===== config.mk =====
export PLATFORM = sky130hd
export DESIGN_NAME = pipelined_control_unit_flat
export DESIGN_NICKNAME = d
export VERILOG_FILES = /design/src/rtl/pipelined_control_unit_if.sv /design/src/rtl/pipelined_control_unit.sv /design/src/flat_wrapper.sv
export SDC_FILE = /design/constraint.sdc
export NUM_CORES = 1
export LEC_CHECK = 0
export CORE_MARGIN = 2
export CORE_UTILIZATION = 30
export CTS_BUF_LIST = sky130_fd_sc_hd__clkbuf_2 sky130_fd_sc_hd__clkbuf_4 sky130_fd_sc_hd__clkbuf_8
export DETAILED_ROUTE_END_ITERATION = 7
export DONT_BUFFER_PORTS = 1
export PLACE_DENSITY = 0.5
export REMOVE_ABC_BUFFERS = 1
export SLEW_MARGIN = 10
export SYNTH_ARGS = -nofsm -noshare
export SYNTH_HDL_FRONTEND = slang
export SYNTH_SLANG_ARGS = --single-unit

===== constraint.sdc =====
create_clock -name clk -period 5.55 [get_ports clk]
set_input_delay 1.3875 -clock clk [delete_from_list [all_inputs] [get_ports clk]]
set_output_delay 1.3875 -clock clk [all_outputs]
set_load 0.02 [all_outputs]

===== src/rtl/pipelined_control_unit_if.sv =====
// Bus between the pipeline datapath and its control unit.
// The datapath (master) supplies the ID fields and branch outcome and consumes the per-stage control.
interface pipelined_control_unit_if #(
    parameter int REG_AW = 5,
    parameter int CNT_W  = 16
);
    logic [6:0]        id_opcode;
    logic [REG_AW-1:0] id_rs1;
    logic [REG_AW-1:0] id_rs2;
    logic [REG_AW-1:0] id_rd;
    logic              ex_flush;

    logic              pc_write;
    logic              ifid_write;
    logic              ifid_flush;

    logic              ex_ALUSrc;
    logic              ex_Branch;
    logic              ex_Jump;
    logic              ex_MemRead;
    logic              ex_MemWrite;
    logic              ex_RegWrite;
    logic [1:0]        ex_ALUOp;
    logic [1:0]        ex_ResultSrc;
    logic [REG_AW-1:0] ex_rd;

    logic              mem_MemRead;
    logic              mem_MemWrite;
    logic              mem_RegWrite;
    logic [1:0]        mem_ResultSrc;
    logic [REG_AW-1:0] mem_rd;

    logic              wb_RegWrite;
    logic [1:0]        wb_ResultSrc;
    logic [REG_AW-1:0] wb_rd;

    logic [1:0]        fwd_a;
    logic [1:0]        fwd_b;
    logic [CNT_W-1:0]  stall_count;

    modport master (
        output id_opcode, id_rs1, id_rs2, id_rd, ex_flush,
        input  pc_write, ifid_write, ifid_flush,
        input  ex_ALUSrc, ex_Branch, ex_Jump, ex_MemRead, ex_MemWrite, ex_RegWrite,
        input  ex_ALUOp, ex_ResultSrc, ex_rd,
        input  mem_MemRead, mem_MemWrite, mem_RegWrite, mem_ResultSrc, mem_rd,
        input  wb_RegWrite, wb_ResultSrc, wb_rd,
        input  fwd_a, fwd_b, stall_count
    );

    modport slave (
        input  id_opcode, id_rs1, id_rs2, id_rd, ex_flush,
        output pc_write, ifid_write, ifid_flush,
        output ex_ALUSrc, ex_Branch, ex_Jump, ex_MemRead, ex_MemWrite, ex_RegWrite,
        output ex_ALUOp, ex_ResultSrc, ex_rd,
        output mem_MemRead, mem_MemWrite, mem_RegWrite, mem_ResultSrc, mem_rd,
        output wb_RegWrite, wb_ResultSrc, wb_rd,
        output fwd_a, fwd_b, stall_count
    );
endinterface


===== src/rtl/pipelined_control_unit.sv =====
// Control unit for a 5-stage RISC-V pipeline: decode, ID/EX..MEM/WB control registers,
// load-use stall, branch/jump flush, EX operand forwarding and a saturating stall counter.
module pipelined_control_unit #(
    parameter int REG_AW     = 5,
    parameter int ENABLE_EXT = 1,
    parameter int CNT_W      = 16
) (
    input  logic                  clk,
    input  logic                  reset,
    pipelined_control_unit_if.slave bus
);
    localparam logic [6:0] OP_R     = 7'b0110011;
    localparam logic [6:0] OP_I     = 7'b0010011;
    localparam logic [6:0] OP_LW    = 7'b0000011;
    localparam logic [6:0] OP_SW    = 7'b0100011;
    localparam logic [6:0] OP_BR    = 7'b1100011;
    localparam logic [6:0] OP_JAL   = 7'b1101111;
    localparam logic [6:0] OP_JALR  = 7'b1100111;
    localparam logic [6:0] OP_LUI   = 7'b0110111;
    localparam logic [6:0] OP_AUIPC = 7'b0010111;

    typedef struct packed {
        logic              alu_src;
        logic              branch;
        logic              jump;
        logic              mem_read;
        logic              mem_write;
        logic              reg_write;
        logic [1:0]        alu_op;
        logic [1:0]        result_src;
        logic [REG_AW-1:0] rd;
        logic [REG_AW-1:0] rs1;
        logic [REG_AW-1:0] rs2;
    } ex_bundle_t;

    typedef struct packed {
        logic              mem_read;
        logic              mem_write;
        logic              reg_write;
        logic [1:0]        result_src;
        logic [REG_AW-1:0] rd;
    } mem_bundle_t;

    typedef struct packed {
        logic              reg_write;
        logic [1:0]        result_src;
        logic [REG_AW-1:0] rd;
    } wb_bundle_t;

    ex_bundle_t       id_dec;
    logic             id_valid;
    logic             uses_rs1;
    logic             uses_rs2;
    logic             load_use;
    logic             stall;

    ex_bundle_t       ex_stage_reg,  ex_stage_next;
    mem_bundle_t      mem_stage_reg, mem_stage_next;
    wb_bundle_t       wb_stage_reg,  wb_stage_next;
    logic [CNT_W-1:0] stall_count_reg, stall_count_next;

    // Decode; unknown opcodes (and EXT opcodes when disabled) yield an all-zero NOP bundle.
    always_comb begin
        id_dec   = '0;
        id_valid = 1'b1;
        uses_rs1 = 1'b0;
        uses_rs2 = 1'b0;
        unique case (bus.id_opcode)
            OP_R: begin
                id_dec.reg_write = 1'b1;
                id_dec.alu_op    = 2'b10;
                uses_rs1         = 1'b1;
                uses_rs2         = 1'b1;
            end
            OP_I: begin
                id_dec.alu_src   = 1'b1;
                id_dec.reg_write = 1'b1;
                id_dec.alu_op    = 2'b10;
                uses_rs1         = 1'b1;
            end
            OP_LW: begin
                id_dec.alu_src    = 1'b1;
                id_dec.mem_read   = 1'b1;
                id_dec.reg_write  = 1'b1;
                id_dec.result_src = 2'b01;
                uses_rs1          = 1'b1;
            end
            OP_SW: begin
                id_dec.alu_src   = 1'b1;
                id_dec.mem_write = 1'b1;
                uses_rs1         = 1'b1;
                uses_rs2         = 1'b1;
            end
            OP_BR: begin
                id_dec.branch = 1'b1;
                id_dec.alu_op = 2'b01;
                uses_rs1      = 1'b1;
                uses_rs2      = 1'b1;
            end
            OP_JAL: begin
                id_dec.jump       = 1'b1;
                id_dec.reg_write  = 1'b1;
                id_dec.result_src = 2'b10;
                id_valid          = (ENABLE_EXT != 0);
            end
            OP_JALR: begin
                id_dec.jump       = 1'b1;
                id_dec.alu_src    = 1'b1;
                id_dec.reg_write  = 1'b1;
                id_dec.result_src = 2'b10;
                uses_rs1          = (ENABLE_EXT != 0);
                id_valid          = (ENABLE_EXT != 0);
            end
            OP_LUI: begin
                id_dec.alu_src   = 1'b1;
                id_dec.reg_write = 1'b1;
                id_dec.alu_op    = 2'b11;
                id_valid         = (ENABLE_EXT != 0);
            end
            OP_AUIPC: begin
                id_dec.alu_src   = 1'b1;
                id_dec.reg_write = 1'b1;
                id_dec.alu_op    = 2'b00;
                id_valid         = (ENABLE_EXT != 0);
            end
            default: id_valid = 1'b0;
        endcase
        id_dec.rd  = bus.id_rd;
        id_dec.rs1 = bus.id_rs1;
        id_dec.rs2 = bus.id_rs2;
        if (bus.id_rd == '0) begin
            id_dec.reg_write = 1'b0;
        end
        if (!id_valid) begin
            id_dec = '0;
        end
    end

    assign load_use = ex_stage_reg.mem_read && (ex_stage_reg.rd != '0) &&
                      ((uses_rs1 && (ex_stage_reg.rd == bus.id_rs1)) ||
                       (uses_rs2 && (ex_stage_reg.rd == bus.id_rs2)));

    // A taken branch/jump discards the stalled instruction anyway, so flush wins.
    assign stall = load_use && !bus.ex_flush;

    assign bus.pc_write   = !stall;
    assign bus.ifid_write = !stall;
    assign bus.ifid_flush = bus.ex_flush;

    always_comb begin
        ex_stage_next = id_dec;
        if (load_use || bus.ex_flush) begin
            ex_stage_next = '0;
        end

        mem_stage_next.mem_read   = ex_stage_reg.mem_read;
        mem_stage_next.mem_write  = ex_stage_reg.mem_write;
        mem_stage_next.reg_write  = ex_stage_reg.reg_write;
        mem_stage_next.result_src = ex_stage_reg.result_src;
        mem_stage_next.rd         = ex_stage_reg.rd;

        wb_stage_next.reg_write  = mem_stage_reg.reg_write;
        wb_stage_next.result_src = mem_stage_reg.result_src;
        wb_stage_next.rd         = mem_stage_reg.rd;

        stall_count_next = stall_count_reg;
        if (stall && (stall_count_reg != '1)) begin
            stall_count_next = stall_count_reg + CNT_W'(1);
        end
    end

    always_ff @(posedge clk or negedge reset) begin
        if (!reset) begin
            ex_stage_reg    <= '0;
            mem_stage_reg   <= '0;
            wb_stage_reg    <= '0;
            stall_count_reg <= '0;
        end else begin
            ex_stage_reg    <= ex_stage_next;
            mem_stage_reg   <= mem_stage_next;
            wb_stage_reg    <= wb_stage_next;
            stall_count_reg <= stall_count_next;
        end
    end

    // Per-operand forwarding: the younger MEM result beats the older WB result.
    logic [REG_AW-1:0] ex_rs   [2];
    logic [1:0]        fwd_sel [2];

    assign ex_rs[0] = ex_stage_reg.rs1;
    assign ex_rs[1] = ex_stage_reg.rs2;

    genvar gi;
    generate
        for (gi = 0; gi < 2; gi++) begin : g_fwd
            logic mem_hit;
            logic wb_hit;
            assign mem_hit = mem_stage_reg.reg_write && (mem_stage_reg.rd != '0) &&
                             (mem_stage_reg.rd == ex_rs[gi]);
            assign wb_hit  = wb_stage_reg.reg_write && (wb_stage_reg.rd != '0) &&
                             (wb_stage_reg.rd == ex_rs[gi]);
            assign fwd_sel[gi] = mem_hit ? 2'b10 : (wb_hit ? 2'b01 : 2'b00);
        end
    endgenerate

    assign bus.fwd_a = fwd_sel[0];
    assign bus.fwd_b = fwd_sel[1];

    assign bus.ex_ALUSrc    = ex_stage_reg.alu_src;
    assign bus.ex_Branch    = ex_stage_reg.branch;
    assign bus.ex_Jump      = ex_stage_reg.jump;
    assign bus.ex_MemRead   = ex_stage_reg.mem_read;
    assign bus.ex_MemWrite  = ex_stage_reg.mem_write;
    assign bus.ex_RegWrite  = ex_stage_reg.reg_write;
    assign bus.ex_ALUOp     = ex_stage_reg.alu_op;
    assign bus.ex_ResultSrc = ex_stage_reg.result_src;
    assign bus.ex_rd        = ex_stage_reg.rd;

    assign bus.mem_MemRead   = mem_stage_reg.mem_read;
    assign bus.mem_MemWrite  = mem_stage_reg.mem_write;
    assign bus.mem_RegWrite  = mem_stage_reg.reg_write;
    assign bus.mem_ResultSrc = mem_stage_reg.result_src;
    assign bus.mem_rd        = mem_stage_reg.rd;

    assign bus.wb_RegWrite  = wb_stage_reg.reg_write;
    assign bus.wb_ResultSrc = wb_stage_reg.result_src;
    assign bus.wb_rd        = wb_stage_reg.rd;

    assign bus.stall_count = stall_count_reg;
endmodule


===== src/flat_wrapper.sv =====
// flat-port wrapper written by rule: the top's interface ports become plain ports
module pipelined_control_unit_flat 
#(
    parameter int REG_AW     = 5,
    parameter int ENABLE_EXT = 1,
    parameter int CNT_W      = 16
)
  (clk, reset, bus_id_opcode, bus_id_rs1, bus_id_rs2, bus_id_rd, bus_ex_flush, bus_pc_write, bus_ifid_write, bus_ifid_flush, bus_ex_ALUSrc, bus_ex_Branch, bus_ex_Jump, bus_ex_MemRead, bus_ex_MemWrite, bus_ex_RegWrite, bus_ex_ALUOp, bus_ex_ResultSrc, bus_ex_rd, bus_mem_MemRead, bus_mem_MemWrite, bus_mem_RegWrite, bus_mem_ResultSrc, bus_mem_rd, bus_wb_RegWrite, bus_wb_ResultSrc, bus_wb_rd, bus_fwd_a, bus_fwd_b, bus_stall_count);
  pipelined_control_unit_if #(.REG_AW(REG_AW), .CNT_W(CNT_W)) bus_i ();
  input  logic clk;
  input  logic reset;
  input wire logic [$bits(bus_i.id_opcode)-1:0] bus_id_opcode;
  input wire logic [$bits(bus_i.id_rs1)-1:0] bus_id_rs1;
  input wire logic [$bits(bus_i.id_rs2)-1:0] bus_id_rs2;
  input wire logic [$bits(bus_i.id_rd)-1:0] bus_id_rd;
  input wire logic [$bits(bus_i.ex_flush)-1:0] bus_ex_flush;
  output wire logic [$bits(bus_i.pc_write)-1:0] bus_pc_write;
  output wire logic [$bits(bus_i.ifid_write)-1:0] bus_ifid_write;
  output wire logic [$bits(bus_i.ifid_flush)-1:0] bus_ifid_flush;
  output wire logic [$bits(bus_i.ex_ALUSrc)-1:0] bus_ex_ALUSrc;
  output wire logic [$bits(bus_i.ex_Branch)-1:0] bus_ex_Branch;
  output wire logic [$bits(bus_i.ex_Jump)-1:0] bus_ex_Jump;
  output wire logic [$bits(bus_i.ex_MemRead)-1:0] bus_ex_MemRead;
  output wire logic [$bits(bus_i.ex_MemWrite)-1:0] bus_ex_MemWrite;
  output wire logic [$bits(bus_i.ex_RegWrite)-1:0] bus_ex_RegWrite;
  output wire logic [$bits(bus_i.ex_ALUOp)-1:0] bus_ex_ALUOp;
  output wire logic [$bits(bus_i.ex_ResultSrc)-1:0] bus_ex_ResultSrc;
  output wire logic [$bits(bus_i.ex_rd)-1:0] bus_ex_rd;
  output wire logic [$bits(bus_i.mem_MemRead)-1:0] bus_mem_MemRead;
  output wire logic [$bits(bus_i.mem_MemWrite)-1:0] bus_mem_MemWrite;
  output wire logic [$bits(bus_i.mem_RegWrite)-1:0] bus_mem_RegWrite;
  output wire logic [$bits(bus_i.mem_ResultSrc)-1:0] bus_mem_ResultSrc;
  output wire logic [$bits(bus_i.mem_rd)-1:0] bus_mem_rd;
  output wire logic [$bits(bus_i.wb_RegWrite)-1:0] bus_wb_RegWrite;
  output wire logic [$bits(bus_i.wb_ResultSrc)-1:0] bus_wb_ResultSrc;
  output wire logic [$bits(bus_i.wb_rd)-1:0] bus_wb_rd;
  output wire logic [$bits(bus_i.fwd_a)-1:0] bus_fwd_a;
  output wire logic [$bits(bus_i.fwd_b)-1:0] bus_fwd_b;
  output wire logic [$bits(bus_i.stall_count)-1:0] bus_stall_count;
  assign bus_i.id_opcode = bus_id_opcode;
  assign bus_i.id_rs1 = bus_id_rs1;
  assign bus_i.id_rs2 = bus_id_rs2;
  assign bus_i.id_rd = bus_id_rd;
  assign bus_i.ex_flush = bus_ex_flush;
  assign bus_pc_write = bus_i.pc_write;
  assign bus_ifid_write = bus_i.ifid_write;
  assign bus_ifid_flush = bus_i.ifid_flush;
  assign bus_ex_ALUSrc = bus_i.ex_ALUSrc;
  assign bus_ex_Branch = bus_i.ex_Branch;
  assign bus_ex_Jump = bus_i.ex_Jump;
  assign bus_ex_MemRead = bus_i.ex_MemRead;
  assign bus_ex_MemWrite = bus_i.ex_MemWrite;
  assign bus_ex_RegWrite = bus_i.ex_RegWrite;
  assign bus_ex_ALUOp = bus_i.ex_ALUOp;
  assign bus_ex_ResultSrc = bus_i.ex_ResultSrc;
  assign bus_ex_rd = bus_i.ex_rd;
  assign bus_mem_MemRead = bus_i.mem_MemRead;
  assign bus_mem_MemWrite = bus_i.mem_MemWrite;
  assign bus_mem_RegWrite = bus_i.mem_RegWrite;
  assign bus_mem_ResultSrc = bus_i.mem_ResultSrc;
  assign bus_mem_rd = bus_i.mem_rd;
  assign bus_wb_RegWrite = bus_i.wb_RegWrite;
  assign bus_wb_ResultSrc = bus_i.wb_ResultSrc;
  assign bus_wb_rd = bus_i.wb_rd;
  assign bus_fwd_a = bus_i.fwd_a;
  assign bus_fwd_b = bus_i.fwd_b;
  assign bus_stall_count = bus_i.stall_count;
  pipelined_control_unit #(.REG_AW(REG_AW), .ENABLE_EXT(ENABLE_EXT), .CNT_W(CNT_W)) u_core (.clk(clk), .reset(reset), .bus(bus_i));
endmodule

==> impl_metrics.tcl, run 1 <==
set metrics [dict create \
    cts_tree "built" \
    fill_cells 885 \
    final_cell_area_um2 2920 \
    finalSetupViolations 0 \
    async_reset_ff_share_pct 100 \
    io_pins 81 \
    first_pass_iters 4 \
    slew_viol_final 0 \
    io_buffers 0 \
    slew_headroom_pct 28.5 \
    largest_register_ffs 16 \
    yosysSeqAreaShare_pct 55.4 \
    synth_cell_types 39 \
    dpl_worst_slack_ps 1390 \
    cts_buffers 9 \
    clkTransAtPathRegs_ps 70 \
    multi_input_comb_area_um2 1090 \
    clock_latency_ps 330 \
    drv_cap 0 \
    dr.first_iter.drc_count 52 \
    dp.cells 316 \
    cts-resized-gates 0 \
    vias_per_cell 4.99 \
    dpl.hpwl_um 4360 \
    area_growth_syn_to_layout_pct 11.3 \
    gp_congestion 0.732 \
    ys.flop_type "dfrtp_1" \
    drc_errors 0 \
    cts_hold_buf 0 \
    synth-edff-count 0 \
    antenna_found_initial 0 \
    core-area_um2 8590 \
    cts-root-buf "clkbuf_8" \
    h-tree-depth 3 \
    post-route-util_pct 34.0 \
    p_comb_share_pct 2.4 \
    power.density_nw_per_um2 313 \
    cp_max_fo 4 \
    leakage_nw 1.35 \
    clkPwrFrac_pct 50.2 \
    drive_gt1_share_pct 12.1 \
    fin_crit_ps 4130 \
    endpoint_kind "output pin" \
    syn_inst 219 \
    fin_cells 332 \
    place_area_um2 2680 \
    die_area_um2 9500 \
    crit_path_start_kind "input pin" \
    syn_area_per_cell_um2 12.0 \
    clock-sinks 58 \
    netSwitchingPower_uw 187 \
    power_frac_seq_pct 47.4 \
    fmax_mhz 242 \
    wl_per_cell_um 17.5 \
    grt_max_degree 59 \
    fp.dieH_um 97.5 \
    syn_area_um2 2620 \
    layout_common_cells "dfrtp_1 (58), xnor2_1 (25), xor2_1 (19), and2_1 (17), clkbuf_8 (12)" \
    setup_ws_ps 1420 \
    postRouteAntennaNets 0 \
    layout_commonest_cell "dfrtp_1" \
    min_from "u_core.bus.mem_ResultSrc[1]" \
    fin_worst_skew_ps 6.16 \
    n_antenna_cell 0 \
    hold_ws_ps 519 \
    grt_pass1_vias 1788 \
    regArea_um2 1450 \
    arrival_ps 2750 \
    yosysWarnings 0 \
    critPathLaunch "bus_id_opcode[3]" \
    overflow 0 \
    num_vias 1658 \
    period_share_pct 74.5 \
    intPower_uw 726 \
    timing.rr.start "u_core.bus.ex_rd[0]" \
    peakVddDrop_mv 0.101 \
    rsz0062_at_grt "false" \
    tightest_slew_ps 1060 \
    total_power_uw 913 \
    grt_pass1_wl_um 9650 \
    status "complete, no violations" \
    cp.required_ps 4160 \
    fin_nets 245 \
    initial_core_util_pct 30.5 \
    std_cell_rows 34 \
    die_w_um 97.5 \
    final.setup.tns_ps 0 \
    clock_path_buffers 2 \
    cts_setup_buffers 0 \
    drt_wl_total_um 5820 \
    final-hold-violation-count 0 \
    hold_class "reg2reg" \
    worstSetupPathType "in2out" \
    track_usage_pct 13.3 \
    swShare_pct 20.5 \
    synth.ff_latch_count 58 \
]
[worst paths after layout]
check,end,slack (ps),depth (start not counted)
max,bus_pc_write,1420,5
min,u_core.bus.wb_ResultSrc[1],520,0
max reg2reg,u_core.bus.stall_count[12],3260,5
min reg2reg,u_core.bus.wb_ResultSrc[1],520,0
max in group asynchronous,u_core.bus.mem_rd[0],4680,0
min in group asynchronous,u_core.bus.stall_count[10],740,0
[layout make-up]
cell class,count,share of cell area [%]
inverter,1,0.129
clock inverter,4,2.49
tap,108,4.63
clock buffer,12,5.66
sequential,58,49.7
multi-input combinational,149,37.4
[routing by layer]
metal  part of all wire [%]  track usage (%)
met1                     42             15.1
met2                     47             20.8
met3                    9.8             7.63
met4                    1.6             4.81
met5                      0                0
[critical path, stage by stage]
cell and delay, ps:
nand3b_4 160, nor4_2 350, o2111ai_2 230, a21oi_2 300
nand2b_1 320
[power by group through the flow]
stage | clock network (mW) | registers [mW] | logic, mW
2_1_floorplan | 0 | 0.440 | 0.0183
4_1_cts | 0.473 | 0.433 | 0.0221
6_report | 0.458 | 0.433 | 0.0219
5_1_grt | 0.493 | 0.433 | 0.0244
3_5_place_dp | 0 | 0.441 | 0.0219
3_3_place_gp | 0 | 0.441 | 0.0219
[cells by family after synthesis]
logic type	synth area share (%)
AND/OR/NAND/NOR	19.5
flip-flops	55.4
XOR/XNOR	14.7
AO/OA/AOI/OAI	6.01
buffers and inverters	3.05
multiplexers	0.859
adder cells (fa/ha/maj)	0.477
[cells in the mapped netlist (5+ instances only)]
master	number	area share [%]
xor2_1	19	6.3
or4_1	5	1.4
buf_4	5	1.4
and2_1	17	4.1
nand2_1	8	1.1
nand4_1	8	1.9
nor2_1	9	1.3
nor3_1	5	0.95
nand3_1	11	2.1
dfrtp_1	58	55
xnor2_1	25	8.4
No activity file was read; power rests on OpenSTA's default activity.
==> inputs of run 2 (changes only) <==
Settings changed: ABC_AREA set to 1.
Clock period 5.55 ns to 4.3 ns, I/O delays scaled along.
==> impl_metrics.tcl, run 2 <==
set metrics [dict create \
    status "complete, no violations" \
    fin_nets 372 \
    crit_top_cell "nand2_1" \
    track_usage_pct 13.9 \
    grt_pass1_wl_um 11800 \
    slew_headroom_pct 47.1 \
    cts_hold_buf 0 \
    syn_inst 347 \
    drv_cap 0 \
    postRouteAntennaNets 0 \
    grt_pass1_vias 2211 \
    first_pass_iters 4 \
    crit_family "simple AND/OR/NAND/NOR gates" \
    fp.dieH_um 104 \
    largest_register_ffs 16 \
    antenna_found_initial 0 \
    netlist_top_cells_area "dfrtp_1 (48%), nand2_1 (9.8%), nand4_1 (6.2%)" \
    grt_max_degree 59 \
    synth_top_area_share_pct 48.0 \
    endpoint_kind "output pin" \
    crit_path_start_kind "input pin" \
    fill_cells 1027 \
    rsz0062_at_grt "false" \
    final_cell_area_um2 3320 \
    std_cell_rows 36 \
    clock-sinks 58 \
    layout_common_cells "nand2_1 (79), dfrtp_1 (58), inv_1 (37), nand4_1 (30), nor2_1 (30)" \
    hold_class "in2async" \
    yosysWarnings 0 \
    cts_buffers 9 \
    yosys.cell_count.top_type "nand2_1" \
    layout_commonest_cell "nand2_1" \
    dp.cells 468 \
    cts-resized-gates 0 \
    slew_viol_final 0 \
    critPathLaunch "bus_id_opcode[2]" \
    die_area_um2 10900 \
    core-area_um2 9770 \
    vias_per_cell 4.64 \
    drive_gt1_share_pct 11.4 \
    cp.required_ps 3220 \
    drt_wl_total_um 7320 \
    critPathBufInv 1 \
    h-tree-depth 3 \
    peakVddDrop_mv 0.126 \
    overflow 0 \
    finalSetupViolations 0 \
    die_w_um 104 \
    io_pins 81 \
    drc_errors 0 \
    leakage_nw 1.65 \
    clkTransAtPathRegs_ps 70 \
    initial_core_util_pct 31.0 \
    cp_max_fo 17 \
    synth-edff-count 0 \
    hold_ws_ps 422 \
    syn_area_per_cell_um2 8.72 \
    final-hold-violation-count 0 \
    arrival_ps 2520 \
    place_area_um2 3100 \
    wl_per_cell_um 15.1 \
    fin_worst_skew_ps 6.73 \
    period_share_pct 83.6 \
    dpl.hpwl_um 5260 \
    fin_crit_ps 3600 \
    synth_cell_types 30 \
    power.density_nw_per_um2 354 \
    num_vias 2245 \
    fin_cells 484 \
    final.setup.tns_ps 0 \
    yosysTopAreaCell "dfrtp_1" \
    n_antenna_cell 0 \
    area_growth_syn_to_layout_pct 9.63 \
    post-route-util_pct 33.9 \
    dr.first_iter.drc_count 108 \
    crit_slowest_cell "a21oi_4" \
    tightest_slew_ps 788 \
    clock_path_buffers 2 \
    cts-root-buf "clkbuf_8" \
    fmax_mhz 278 \
    io_buffers 0 \
    async_reset_ff_share_pct 100 \
    gp_congestion 0.826 \
    worstSetupPathType "in2out" \
    timing.rr.start "u_core.bus.stall_count[0]" \
    clock_latency_ps 340 \
    yosysSeqAreaShare_pct 48.0 \
    cts_setup_buffers 0 \
    cpPeakStageDelay_ps 420 \
    crit_chain "inv_2, nand2_1, nor2_4, nand2_1, nand3_1, nand2_2, a21oi_4, nand2_1" \
    synthTopCellsByCount "nand2_1 (79), dfrtp_1 (58), inv_1 (37)" \
    syn_area_um2 3030 \
    ys.flop_type "dfrtp_1" \
    synth.ff_latch_count 58 \
    cts_tree "built" \
]
[run 2: changes by cell type in the layout (fill, tap and decap cells not counted), moves of 11 or more]
cell,delta
inv_1,+36
nor2_1,+21
nand4_1,+22
nor3_1,+11
and2_1,-17
nand2_1,+71
[run 2: through the flow]
stage                     total power [mW]  worst slack [ps]
after floorplan                      0.601              1030
after global placement               0.611               702
after detailed placement             0.611               681
after CTS                             1.19               685
after global routing                  1.22               517
final                                 1.17               703
[run 2: cell type report]
class / count / area [um2] / area share [%]
clock inverters: 5 / 77.6 / 2.34
flip-flops and latches: 58 / 1450 / 43.7
inverters: 41 / 154 / 4.64
multi-input cells: 236 / 1320 / 39.9
well taps: 133 / 166 / 5.02
clock buffers: 11 / 145 / 4.37
[run 2: cell families (layout without fill, tap and decap cells)]
kind of cell               count (synthesis)  in the layout  share of synthesized area (%)
and+or+nand+nor                          194            194                           32.0
DFF                                       58             58                           48.0
buffers and inverters                     53             57                           8.31
AOI/OAI and AO/OA                          9              9                           2.11
xor gates and xnor gates                  32             32                           9.26
adders and majority gates                  1              1                          0.413
[run 2: path summary, 6_finish.rpt]
| check | end | cells past startpoint | slack (ps) |
|---|---|---|---|
| max | bus_pc_write | 8 | 700 |
| min | u_core.bus.stall_count[5] | 0 | 420 |
| max reg2reg | u_core.bus.stall_count[14] | 7 | 2310 |
| min reg2reg | u_core.bus.wb_ResultSrc[0] | 0 | 520 |
| max in group asynchronous | u_core.bus.wb_rd[1] | 0 | 3770 |
| min in group clk | u_core.bus.wb_ResultSrc[0] | 0 | 520 |
[run 2: metal layers]
| metal | up-vias | global-route usage (%) | share of wire [%] |
|---|---|---|---|
| met2 | 60 | 19.5 | 43 |
| li1 | 1119 | - | - |
| met3 | 17 | 5.08 | 6.6 |
| met5 | - | 0 | 0 |
| met1 | 1049 | 18.8 | 48 |
| met4 | 0 | 6.95 | 2.6 |
[run 2: power by group]
part	internal, mW	switching [mW]	total, mW
clock	0.346	0.226	0.573
sequential	0.550	0.00962	0.560
combinational	0.0139	0.0270	0.0410
total	0.910	0.263	1.17
